## config.mk

```make
export PLATFORM = sky130hd
export DESIGN_NAME = instruction_fetch_unit_flat
export DESIGN_NICKNAME = d
export VERILOG_FILES = /design/src/rtl/riscv_pkg.sv /design/src/rtl/instruction_fetch_unit_if.sv /design/src/rtl/instruction_fetch_unit_fetch_fifo.sv /design/src/rtl/instruction_fetch_unit.sv /design/src/flat_wrapper.sv
export SDC_FILE = /design/constraint.sdc
export NUM_CORES = 1
export LEC_CHECK = 0
export ABC_CLOCK_PERIOD_IN_PS = 8100
export BUFFER_PORTS_ARGS = -buffer_cell sky130_fd_sc_hd__buf_2
export CAP_MARGIN = 20
export CELL_PAD_IN_SITES_DETAIL_PLACEMENT = 1
export CELL_PAD_IN_SITES_GLOBAL_PLACEMENT = 2
export CORE_UTILIZATION = 40
export DETAILED_ROUTE_END_ITERATION = 6
export GPL_ROUTABILITY_DRIVEN = 0
export HOLD_SLACK_MARGIN = 0.06
export PLACE_DENSITY_LB_ADDON = 0.1
export SLEW_MARGIN = 20
export SYNTH_ARGS = -nofsm -noshare
export SYNTH_HDL_FRONTEND = slang
export SYNTH_HIERARCHICAL = 1
export SYNTH_SLANG_ARGS = --single-unit
export TNS_END_PERCENT = 50
```

## constraint.sdc

```tcl
create_clock -name i_clk -period 8.1 [get_ports i_clk]
set_input_delay 0.405 -clock i_clk [delete_from_list [all_inputs] [get_ports i_clk]]
set_output_delay 0.405 -clock i_clk [all_outputs]
set_load 0.02 [all_outputs]
```

## src/rtl/riscv_pkg.sv

```systemverilog
// Definitions shared by the fetch and decode stages: instruction size,
// the canonical NOP encoding and the major opcodes.
package riscv_pkg;

    localparam int          INSTR_BYTES = 4;
    localparam logic [31:0] NOP_INSTR   = 32'h0000_0013;

    localparam logic [6:0] MEM_LOAD      = 7'b000_0011;
    localparam logic [6:0] MEM_STORE     = 7'b010_0011;
    localparam logic [6:0] R_TYPE        = 7'b011_0011;
    localparam logic [6:0] INT_IMMEDIATE = 7'b001_0011;
    localparam logic [6:0] BRANCH        = 7'b110_0011;
    localparam logic [6:0] JAL           = 7'b110_1111;

endpackage

```

## src/rtl/instruction_fetch_unit_if.sv

```systemverilog
// Bundles the fetch unit's memory request/response channel, the
// downstream instruction handshake and the redirect input.
interface instruction_fetch_unit_if #(
    parameter int DATA_WIDTH = 32,
    parameter int ADDR_WIDTH = 32
);
    logic                  o_imem_req;
    logic                  i_imem_ready;
    logic [ADDR_WIDTH-1:0] o_imem_addr;
    logic                  i_imem_rvalid;
    logic [DATA_WIDTH-1:0] i_imem_rdata;
    logic                  o_instr_valid;
    logic                  i_instr_ready;
    logic [DATA_WIDTH-1:0] o_instr;
    logic [ADDR_WIDTH-1:0] o_instr_pc;
    logic                  i_redirect;
    logic [ADDR_WIDTH-1:0] i_redirect_pc;

    modport master (
        output o_imem_req, o_imem_addr, o_instr_valid, o_instr, o_instr_pc,
        input  i_imem_ready, i_imem_rvalid, i_imem_rdata, i_instr_ready,
               i_redirect, i_redirect_pc
    );

    modport slave (
        input  o_imem_req, o_imem_addr, o_instr_valid, o_instr, o_instr_pc,
        output i_imem_ready, i_imem_rvalid, i_imem_rdata, i_instr_ready,
               i_redirect, i_redirect_pc
    );

endinterface

```

## src/rtl/instruction_fetch_unit_fetch_fifo.sv

```systemverilog
// Small synchronous FIFO holding {pc, instruction} pairs; the head entry is
// kept in its own register so downstream sees flop outputs.
module fetch_fifo #(
    parameter  int WIDTH = 64,
    parameter  int DEPTH = 2,
    localparam int PTR_W = $clog2(DEPTH),
    localparam int CNT_W = PTR_W + 1
) (
    input  logic             clk,
    input  logic             rst,
    input  logic             flush,
    input  logic             push,
    input  logic [WIDTH-1:0] push_data,
    input  logic             pop,
    output logic [WIDTH-1:0] head,
    output logic [CNT_W-1:0] count
);

    logic [WIDTH-1:0] mem [DEPTH];
    logic [PTR_W-1:0] rd_ptr, wr_ptr, rd_next;
    logic [CNT_W-1:0] count_q, remaining;
    logic [WIDTH-1:0] head_q, head_next;
    logic             head_en;

    // The new head is the next stored entry, or the incoming word when the
    // FIFO would otherwise be empty after this cycle's pop.
    always_comb begin
        // NOTE: every always_comb output gets a value on every path first, so no latch is inferred.
        rd_next   = rd_ptr + PTR_W'(pop);
        remaining = count_q - CNT_W'(pop);
        head_en   = 1'b0;
        head_next = head_q;
        if (remaining == '0) begin
            head_en   = push;
            head_next = push_data;
        end else begin
            head_en   = pop;
            head_next = mem[rd_next];
        end
    end

    always_ff @(posedge clk) begin
        // NOTE: sequential state uses non-blocking assignments only, so every flop sees pre-edge values.
        if (rst) begin
            rd_ptr  <= '0;
            wr_ptr  <= '0;
            count_q <= '0;
            head_q  <= '0;
        end else if (flush) begin
            rd_ptr  <= '0;
            wr_ptr  <= '0;
            count_q <= '0;
        end else begin
            if (push) wr_ptr <= wr_ptr + PTR_W'(1);
            if (pop)  rd_ptr <= rd_ptr + PTR_W'(1);
            count_q <= count_q + CNT_W'(push) - CNT_W'(pop);
            if (head_en) head_q <= head_next;
        end
    end

    // NOTE: the storage array has no reset; pointers and count define which entries are meaningful.
    always_ff @(posedge clk) begin
        if (push && !flush) mem[wr_ptr] <= push_data;
    end

    assign head  = head_q;
    assign count = count_q;

endmodule

```

## src/rtl/instruction_fetch_unit.sv

```systemverilog
// Fetch front end: issues word reads under a credit limit, buffers in-order
// responses with their PCs and flushes on redirect.
module instruction_fetch_unit
    import riscv_pkg::*;
#(
    parameter int                    DATA_WIDTH = 32,
    parameter int                    ADDR_WIDTH = 32,
    parameter logic [ADDR_WIDTH-1:0] RESET_PC   = '0,
    parameter int                    FIFO_DEPTH = 2
) (
    input logic                      i_clk,
    input logic                      i_reset,
    instruction_fetch_unit_if.master bus
);

    localparam int                    CNT_W      = $clog2(FIFO_DEPTH) + 1;
    localparam logic [ADDR_WIDTH-1:0] PC_STEP    = ADDR_WIDTH'(INSTR_BYTES);
    localparam logic [ADDR_WIDTH-1:0] ALIGN_MASK = ~ADDR_WIDTH'(INSTR_BYTES - 1);
    localparam logic [CNT_W:0]        CREDITS    = (CNT_W + 1)'(FIFO_DEPTH);

    logic [ADDR_WIDTH-1:0]            fetch_pc, resp_pc, redirect_pc;
    logic [CNT_W-1:0]                 in_flight, discard, fifo_count;
    logic                             credit_ok, accept, push, pop;
    logic [ADDR_WIDTH+DATA_WIDTH-1:0] fifo_head;

    assign redirect_pc = bus.i_redirect_pc & ALIGN_MASK;

    // Every outstanding request, stale or not, holds a slot it may land in.
    assign credit_ok = ((CNT_W + 1)'(in_flight) + (CNT_W + 1)'(fifo_count)) < CREDITS;

    assign bus.o_imem_req    = !i_reset && !bus.i_redirect && credit_ok;
    assign bus.o_imem_addr   = fetch_pc;
    assign accept            = bus.o_imem_req && bus.i_imem_ready;
    assign push              = bus.i_imem_rvalid && (discard == '0) && !bus.i_redirect;
    assign bus.o_instr_valid = fifo_count != '0;
    assign pop               = bus.o_instr_valid && bus.i_instr_ready;

    always_ff @(posedge i_clk) begin
        if (i_reset) begin
            fetch_pc  <= RESET_PC;
            resp_pc   <= RESET_PC;
            in_flight <= '0;
            discard   <= '0;
        end else if (bus.i_redirect) begin
            // in_flight already counts responses marked for discard, so after
            // a redirect every outstanding response is stale.
            fetch_pc  <= redirect_pc;
            resp_pc   <= redirect_pc;
            in_flight <= in_flight - CNT_W'(bus.i_imem_rvalid);
            discard   <= in_flight - CNT_W'(bus.i_imem_rvalid);
        end else begin
            if (accept) fetch_pc <= fetch_pc + PC_STEP;
            if (push)   resp_pc  <= resp_pc + PC_STEP;
            in_flight <= in_flight + CNT_W'(accept) - CNT_W'(bus.i_imem_rvalid);
            if (bus.i_imem_rvalid && discard != '0) discard <= discard - CNT_W'(1);
        end
    end

    fetch_fifo #(
        .WIDTH (ADDR_WIDTH + DATA_WIDTH),
        .DEPTH (FIFO_DEPTH)
    ) u_fetch_fifo (
        .clk       (i_clk),
        .rst       (i_reset),
        .flush     (bus.i_redirect),
        .push      (push),
        .push_data ({resp_pc, bus.i_imem_rdata}),
        .pop       (pop),
        .head      (fifo_head),
        .count     (fifo_count)
    );

    assign {bus.o_instr_pc, bus.o_instr} = fifo_head;

endmodule

```

## src/flat_wrapper.sv

```systemverilog
// flat-port wrapper written by rule: the top's interface ports become plain ports
module instruction_fetch_unit_flat import riscv_pkg::*;
#(
    parameter int                    DATA_WIDTH = 32,
    parameter int                    ADDR_WIDTH = 32,
    parameter logic [ADDR_WIDTH-1:0] RESET_PC   = '0,
    parameter int                    FIFO_DEPTH = 2
)
  (i_clk, i_reset, bus_o_imem_req, bus_o_imem_addr, bus_o_instr_valid, bus_o_instr, bus_o_instr_pc, bus_i_imem_ready, bus_i_imem_rvalid, bus_i_imem_rdata, bus_i_instr_ready, bus_i_redirect, bus_i_redirect_pc);
  instruction_fetch_unit_if #(.DATA_WIDTH(DATA_WIDTH), .ADDR_WIDTH(ADDR_WIDTH)) bus_i ();
  input logic i_clk;
  input logic i_reset;
  output wire logic [$bits(bus_i.o_imem_req)-1:0] bus_o_imem_req;
  output wire logic [$bits(bus_i.o_imem_addr)-1:0] bus_o_imem_addr;
  output wire logic [$bits(bus_i.o_instr_valid)-1:0] bus_o_instr_valid;
  output wire logic [$bits(bus_i.o_instr)-1:0] bus_o_instr;
  output wire logic [$bits(bus_i.o_instr_pc)-1:0] bus_o_instr_pc;
  input wire logic [$bits(bus_i.i_imem_ready)-1:0] bus_i_imem_ready;
  input wire logic [$bits(bus_i.i_imem_rvalid)-1:0] bus_i_imem_rvalid;
  input wire logic [$bits(bus_i.i_imem_rdata)-1:0] bus_i_imem_rdata;
  input wire logic [$bits(bus_i.i_instr_ready)-1:0] bus_i_instr_ready;
  input wire logic [$bits(bus_i.i_redirect)-1:0] bus_i_redirect;
  input wire logic [$bits(bus_i.i_redirect_pc)-1:0] bus_i_redirect_pc;
  assign bus_o_imem_req = bus_i.o_imem_req;
  assign bus_o_imem_addr = bus_i.o_imem_addr;
  assign bus_o_instr_valid = bus_i.o_instr_valid;
  assign bus_o_instr = bus_i.o_instr;
  assign bus_o_instr_pc = bus_i.o_instr_pc;
  assign bus_i.i_imem_ready = bus_i_imem_ready;
  assign bus_i.i_imem_rvalid = bus_i_imem_rvalid;
  assign bus_i.i_imem_rdata = bus_i_imem_rdata;
  assign bus_i.i_instr_ready = bus_i_instr_ready;
  assign bus_i.i_redirect = bus_i_redirect;
  assign bus_i.i_redirect_pc = bus_i_redirect_pc;
  instruction_fetch_unit #(.DATA_WIDTH(DATA_WIDTH), .ADDR_WIDTH(ADDR_WIDTH), .RESET_PC(RESET_PC), .FIFO_DEPTH(FIFO_DEPTH)) u_core (.i_clk(i_clk), .i_reset(i_reset), .bus(bus_i));
endmodule
```

# Yosys cells after proc, flatten, opt, wreduce, memory -nomap -nowiden

Memories as Yosys holds them, arrays and structs flattened.
Cells that the tools add are included.

Memories kept: 1
Register bits after elaboration: 136
Bits in writable memories: 128
Output and inout port bits: 98

Bitwise gates (word level): 1
$add $sub $neg: 13
Reductions and logical operators: 19
Multiplexer cells: 11
Order comparisons: 1

Memory list:

| name                    | words | bits a word | read ports | clocked after Yosys merged registers in | wr ports | line                                    | source |
|---|---|---|---|---|---|---|---|
| u_core.u_fetch_fifo.mem | 2     | 64          | 1          | 0                                       | 1        | instruction_fetch_unit_fetch_fifo.sv:19 | `logic [WIDTH-1:0] mem [DEPTH];` |

Operators with widths:

| operator              | number |
|---|---|
| $mux 32               | 4 |
| $add 32x3->32 const B | 2 |
| $mux 64               | 1 |
| $reduce_bool 2->1     | 5 |
| $logic_and 1x1->1     | 8 |
| $sub 2x1->2           | 4 |
| $mux 2                | 3 |
| $add 2x1->2           | 2 |
| $logic_not 2->1       | 2 |
| $add 2x2->3           | 1 |
| $lt 3x2->1 const B    | 1 |
| $mux 1                | 3 |
| $add 1x1->1 const B   | 2 |
| $logic_not 1->1       | 2 |
| $reduce_and 2->1      | 1 |
| $reduce_or 2->1       | 1 |
| $sub 2x1->2 const B   | 1 |
| $add 1x1->1           | 1 |
| $not 1->1             | 1 |

# Longest topological paths before layout

Depth after elaboration: 7
Gate-level depth with buffers: 13
Mapped depth without buffers: 12

# Cells and area by module

The synthesis kept the hierarchy.

By module, submodules not included:

| module                 | area each (µm²) | cells each | sequential area each (µm²) | instances |
|---|---|---|---|---|
| fetch_fifo             | 7417.1          | 578        | 5205.0                     | 1 |
| instruction_fetch_unit | 3895.0          | 483        | 1281.2                     | 1 |

# Least setup slack after synthesis

No wires, ideal clock.

Kind: input port to flip-flop
From: input port bus_i_redirect
To: memory u_core.u_fetch_fifo.mem[0][0] (enable)
Buffers on the path: 3
Required time: 7.614 ns
Data arrival time: 4.030 ns
Setup slack: 3.584 ns
Stages on the path: 6
Path through: clkbuf_1 clkbuf_1 clkbuf_1 nor2_1 nand2b_1 nor2_1

Longest elaborated chain between the ends: 5

RTL lines:

| what                         | line                                    | source |
|---|---|---|
| from (decl)                  | flat_wrapper.sv:22                      | `input wire logic [$bits(bus_i.i_redirect)-1:0] bus_i_redirect;` |
| $logic_not 1->1              | instruction_fetch_unit.sv:34            | `assign push = bus.i_imem_rvalid && (discard == '0) && !bus.i_redirect;` |
| $logic_and 1x1->1            | instruction_fetch_unit.sv:34            |  |
| named net u_core.push        | instruction_fetch_unit.sv:23            | `logic credit_ok, accept, push, pop;` |
| $logic_and 1x1->1            | instruction_fetch_unit_fetch_fifo.sv:63 | `if (push && !flush) mem[wr_ptr] <= push_data;` |
| $mux 1                       | instruction_fetch_unit_fetch_fifo.sv:63 |  |
| $mux 1 (implied by the code) | instruction_fetch_unit_fetch_fifo.sv:63 |  |
| to (decl)                    | instruction_fetch_unit_fetch_fifo.sv:19 |  |

The timed path passes the listed nets, and every way through them passes these cells.

# Final worst setup path

From: register u_core.u_fetch_fifo.count_q[1], in the netlist u_core/u_fetch_fifo/count[1]
To: register u_core.u_fetch_fifo.head_q[29], in the netlist u_core/u_fetch_fifo/head[29]

Longest elaborated chain between the ends: 6

RTL lines:

| what                       | line                                    | source |
|---|---|---|
| from (decl)                | instruction_fetch_unit_fetch_fifo.sv:21 | `logic [CNT_W-1:0] count_q, remaining;` |
| from (signal assigned)     | instruction_fetch_unit_fetch_fifo.sv:56 | `count_q <= count_q + CNT_W'(push) - CNT_W'(pop);` |
| $reduce_bool 2->1 *        | instruction_fetch_unit.sv:35            | `assign bus.o_instr_valid = fifo_count != '0;` |
| $logic_and 1x1->1 *        | instruction_fetch_unit.sv:36            | `assign pop = bus.o_instr_valid && bus.i_instr_ready;` |
| named net u_core.pop       | instruction_fetch_unit.sv:23            |  |
| $sub 2x1->2                | instruction_fetch_unit_fetch_fifo.sv:30 | `remaining = count_q - CNT_W'(pop);` |
| $logic_not 2->1            | instruction_fetch_unit_fetch_fifo.sv:33 | `if (remaining == '0) begin` |
| $mux 1                     | instruction_fetch_unit_fetch_fifo.sv:33 |  |
| $reduce_and 2->1 (no line) | n/a                                     |  |
| to (signal assigned)       | instruction_fetch_unit_fetch_fifo.sv:57 | `if (head_en) head_q <= head_next;` |
| to (decl)                  | instruction_fetch_unit_fetch_fifo.sv:22 | `logic [WIDTH-1:0] head_q, head_next;` |

The timed path passes the listed nets; every way through them passes the cells marked *.
A chain may end at the register's enable or synchronous reset.

==> metrics.log <==
[metrics] Reg2Reg Capture Point: u_core/u_fetch_fifo/head[29]
[metrics] critical path fanouts, max: 64
[metrics] share of total power in combinational logic: 0.104
[metrics] area leader, netlist: sky130_fd_sc_hd__edfxtp_1
[metrics] start of the worst register-to-register path: u_core/u_fetch_fifo/count[1]
[metrics] maximum clock skew at final layout: 0.0138 ns
[metrics] H-tree level count: 1
[metrics] beginning of the worst hold path: bus_i_imem_rdata[14]
[metrics] Power Internal: 2.28 mW
[metrics] Max Cap Viol: 0
[metrics] share of post-route cells with drive strength above 1: 0.207
[metrics] top post-synthesis cells by area: sky130_fd_sc_hd__edfxtp_1 (34%), sky130_fd_sc_hd__dfxtp_1 (23%), sky130_fd_sc_hd__nand2_1 (5.8%)
[metrics] multi-input combinational cell area: 4510 sq um
[metrics] Die Outline Area: 29000 sq um
[metrics] number of cells on the worst hold path: 1
[metrics] clock transition time at the flip-flop clock pins of the worst setup and hold paths: 0.06 ns
[metrics] Post-synth EDFFs: 128
[metrics] combined global-route utilization of all metal layers: 0.207
[metrics] vias post-DR: 8775
[metrics] pwr/cell area: 226 nW/um^2
[metrics] async set-or-reset flop fraction in the synthesized netlist: 0
[metrics] type of the worst setup path: flop to flop
[metrics] Reg power frac: 0.488
[metrics] leakage power of the design: 4.98 nW
[metrics] clock network fraction of design power: 0.407
[metrics] number of buffers inserted by hold repair at cts: 10
[metrics] netlist area before placement: 11300 sq um
[metrics] Worst-Margin Slew: 0.844 ns
[metrics] Post-Synthesis Cells: 1061
[metrics] total of flip-flops plus latches after synthesis: 260
[metrics] warning count from the yosys run: 6
[metrics] critical path depth in cells: 8
[metrics] largest net degree at the start of global routing: 89
[metrics] total net switching power: 0.750 mW
[metrics] clock tree from TritonCTS: yes
[metrics] post-detailed-placement half-perimeter wirelength: 19.1 mm
[metrics] most instantiated flip-flop cell in the synthesis netlist: sky130_fd_sc_hd__dfxtp_1
[metrics] Total Negative Setup Slacks: 0 ns
[metrics] number of cells on the worst reg-to-reg path: 8
[metrics] Peak supply drop: 0.149 mV
[metrics] number of slew-limit violations in the final report: 0
[metrics] Min Clock Period, post-route: 3.25 ns
[metrics] via count of the first global-routing pass: 8716
[metrics] Core Box Area: 27800 sq um
[metrics] type of element capturing the critical path: flop
[metrics] mean area per synthesized cell: 10.7 sq um
[metrics] Worst Path Buf+Inv: 1
[metrics] Critical Path Start Type: flop
[metrics] number of hold-slack violations in the final timing report: 0
[metrics] worst endpoint required time: 8.57 ns
[metrics] switching portion of total power: 0.248
[metrics] outcome: complete, no violations
[metrics] DRT iter0 DRCs: 355
[metrics] final-layout fill cell count: 3146
[metrics] final cell count without fillers: 1609
[metrics] crit-path max cell delay: 0.61 ns
[metrics] end of the worst hold path: u_core/u_fetch_fifo/mem[0][14]
[metrics] number of top-level design ports: 168
[metrics] worst-path cell with the longest stage delay: sky130_fd_sc_hd__buf_4
[metrics] setup repair after global routing missed its margin: false
[metrics] Critical Path, Cell by Cell: or2_2 -> and2_1 -> ha_1 -> nand2b_4 -> mux2i_2 -> o21ba_2 -> buf_4 -> a32o_1
[metrics] fin nets: 1289
[metrics] post-DR vias/cell: 5.45
[metrics] sequential cell area fraction in the yosys report: 0.573
[metrics] portion of synthesized cell area occupied by the leading cell type: 0.340
[metrics] wire length of the first global-routing pass: 47.4 mm
[metrics] die width: 170 um
[metrics] y dimension of the die: 170 um
[metrics] CTS Root Cell: sky130_fd_sc_hd__clkbuf_16
[metrics] drt pass-1 iters: 4
[metrics] FF+latch area: 6490 sq um
[metrics] final core utilization: 0.482
[metrics] Rows: 61
[metrics] final count of negative-setup-slack endpoints: 0
[metrics] Post-CTS Repair Setup Buffers: 0
[metrics] total routed wirelength: 30.0 mm
[metrics] critical path launch point: u_core/u_fetch_fifo/count[1]
[metrics] average wire per standard cell: 18.7 um
[metrics] number of clock buffers inserted by TritonCTS: 29
[metrics] maximum root-to-sink buffer count: 3
[metrics] synth unique cells: 66
[metrics] clk sinks: 260
[metrics] Slew HR: 0.437
[metrics] family of cells with the greatest summed delay on the critical path: simple AND/OR/NAND/NOR gates
[metrics] class of the most critical hold timing path: primary input to flop
[metrics] antenna violations before repair: 0
[metrics] final period utilization: 0.401
[metrics] starting density of the core: 0.407
[metrics] DRC violation count after routing: 0
[metrics] overall overflow remaining after global route: 0
[metrics] highest clock rate: 0.308 GHz
[metrics] Port-buffer cells: 163
[metrics] n_diodes: 0
[metrics] area added between synthesis and finish: 18.4%
[metrics] setup slack of the most critical reg-to-reg path: 4.85 ns
[metrics] number of instances in the placed design: 1546
[metrics] data arrival time of the worst path: 3.71 ns
[metrics] post-CTS sizing: 0
[metrics] Clock Latency Late Sink: 0.54 ns
[metrics] remaining number of nets flagged by the antenna check after routing: 0
-- cell usage in the layout (no fill, tap or decap), types with 11 or more instances in the layout --
cell type / instances
sky130_fd_sc_hd__dlygate4sd3_1: 11
sky130_fd_sc_hd__clkbuf_1: 12
sky130_fd_sc_hd__nor3_1: 16
sky130_fd_sc_hd__nor4_1: 13
sky130_fd_sc_hd__nor2_1: 29
sky130_fd_sc_hd__a31oi_1: 13
sky130_fd_sc_hd__buf_2: 163
sky130_fd_sc_hd__nand3_1: 90
sky130_fd_sc_hd__or2_1: 34
sky130_fd_sc_hd__and4_1: 13
sky130_fd_sc_hd__inv_1: 11
sky130_fd_sc_hd__xor2_1: 12
sky130_fd_sc_hd__a32o_1: 64
sky130_fd_sc_hd__a211oi_1: 14
sky130_fd_sc_hd__clkbuf_16: 29
sky130_fd_sc_hd__nand4_1: 28
sky130_fd_sc_hd__o21a_1: 18
sky130_fd_sc_hd__a21boi_0: 12
sky130_fd_sc_hd__buf_4: 11
sky130_fd_sc_hd__or2_2: 29
sky130_fd_sc_hd__edfxtp_1: 128
sky130_fd_sc_hd__o21ai_0: 16
sky130_fd_sc_hd__nand2_1: 175
sky130_fd_sc_hd__xnor2_1: 12
sky130_fd_sc_hd__dfxtp_1: 132
sky130_fd_sc_hd__or4_1: 13
-- synth_stat cells, types with 3 or more instances --
cell type                  instances
sky130_fd_sc_hd__nand2_1         175
sky130_fd_sc_hd__dfxtp_1         132
sky130_fd_sc_hd__edfxtp_1        128
sky130_fd_sc_hd__nand3_1          90
sky130_fd_sc_hd__a32o_1           64
sky130_fd_sc_hd__clkbuf_1         36
sky130_fd_sc_hd__or2_1            34
sky130_fd_sc_hd__buf_2            31
sky130_fd_sc_hd__nor2_1           31
sky130_fd_sc_hd__or2_2            29
sky130_fd_sc_hd__nand4_1          28
sky130_fd_sc_hd__o21a_1           18
sky130_fd_sc_hd__nor3_1           16
sky130_fd_sc_hd__o21ai_0          16
sky130_fd_sc_hd__a211oi_1         14
sky130_fd_sc_hd__a31oi_1          13
sky130_fd_sc_hd__and4_1           13
sky130_fd_sc_hd__nor4_1           13
sky130_fd_sc_hd__or4_1            13
sky130_fd_sc_hd__xnor2_1          13
sky130_fd_sc_hd__a21boi_0         12
sky130_fd_sc_hd__xor2_1           12
sky130_fd_sc_hd__inv_1            11
sky130_fd_sc_hd__and3_1            8
sky130_fd_sc_hd__ha_1              8
sky130_fd_sc_hd__or3_1             8
sky130_fd_sc_hd__a21oi_1           7
sky130_fd_sc_hd__and2_1            7
sky130_fd_sc_hd__o31ai_1           7
sky130_fd_sc_hd__o31a_1            6
sky130_fd_sc_hd__nand2b_1          5
sky130_fd_sc_hd__nor3b_1           5
sky130_fd_sc_hd__o211ai_1          5
sky130_fd_sc_hd__o311ai_0          5
sky130_fd_sc_hd__or2_0             4
sky130_fd_sc_hd__buf_4             3
sky130_fd_sc_hd__nor4b_1           3
-- power groups by stage --
| stage | Sequential [mW] | Clock [mW] | Combinational, mW |
|---|---|---|---|
| floorplan | 1.52 | 0 | 0.192 |
| finish | 1.48 | 1.23 | 0.316 |
| global placement | 1.51 | 0 | 0.310 |
| CTS | 1.48 | 1.27 | 0.321 |
| global route | 1.49 | 1.33 | 0.352 |
| detailed placement | 1.51 | 0 | 0.315 |
-- worst max-delay path by stage --
stage / endpoint
CTS: u_core/u_fetch_fifo/head[41]
finish: u_core/u_fetch_fifo/head[29]
floorplan: u_core/u_fetch_fifo/mem[0][0]
global placement: u_core/u_fetch_fifo/head[14]
detailed placement: u_core/u_fetch_fifo/head[41]
global route: u_core/u_fetch_fifo/head[41]
-- sequential cells by signal (all words and copies together), names as in the netlist --
signal,cells
u_core/bus.o_imem_addr,30
u_core/discard,2
u_core/in_flight,2
u_core/resp_pc,30
u_core/u_fetch_fifo/count,2
u_core/u_fetch_fifo/head,64
u_core/u_fetch_fifo/mem,128
u_core/u_fetch_fifo/rd_ptr,1
u_core/u_fetch_fifo/wr_ptr,1
-- cell type report --
| cell class | count | share of cell area |
|---|---|---|
| Multi-Input combinational cell | 721 | 0.336 |
| Clock inverter | 10 | 0.00691 |
| Clock buffer | 42 | 0.0585 |
| Tap cell | 378 | 0.0353 |
| Sequential cell | 260 | 0.484 |
| Inverter | 13 | 0.00364 |
| Timing Repair Buffer | 185 | 0.0753 |
-- metrics by stage --
| step | hold slack (ns) | total power, mW | instance area [sq um] | setup WS, ns |
|---|---|---|---|---|
| after floorplan | 0.462 | 1.71 | 11300 | 3.58 |
| after global placement | 0.442 | 1.82 | 12400 | 4.93 |
| after detailed placement | 0.450 | 1.82 | 12400 | 4.87 |
| after CTS | 0.0608 | 3.07 | 13400 | 4.84 |
| after global routing | 0.0621 | 3.16 | 13400 | 4.67 |
| final | 0.0794 | 3.03 | 13400 | 4.85 |
-- worst register-to-register path, stage by stage (launching register included) --
cell and delay (ns):
sky130_fd_sc_hd__dfxtp_1 0.38, sky130_fd_sc_hd__or2_2 0.31, sky130_fd_sc_hd__and2_1 0.30, sky130_fd_sc_hd__ha_1 0.40, sky130_fd_sc_hd__nand2b_4 0.37, sky130_fd_sc_hd__mux2i_2 0.36
sky130_fd_sc_hd__o21ba_2 0.17, sky130_fd_sc_hd__buf_4 0.62, sky130_fd_sc_hd__a32o_1 0.30
-- kinds of logic (layout without fill, tap and decap cells) --
group,after synthesis,after routing,synth area share
compound gates,183,183,0.132
xor+xnor,26,26,0.0208
fa+ha+maj,9,9,0.0106
buf+inv,87,250,0.0346
flops,260,260,0.573
mux,2,2,0.00210
other cells,1,8,0.000332
simple gates,493,493,0.226
-- layer usage --
layer  GRT usage  part of all wire
met1       0.275              0.47
met2       0.354              0.47
met3      0.0309             0.038
met4      0.0497             0.017
met5           0                 0
Note: power is estimated with default switching activity, not from simulation.
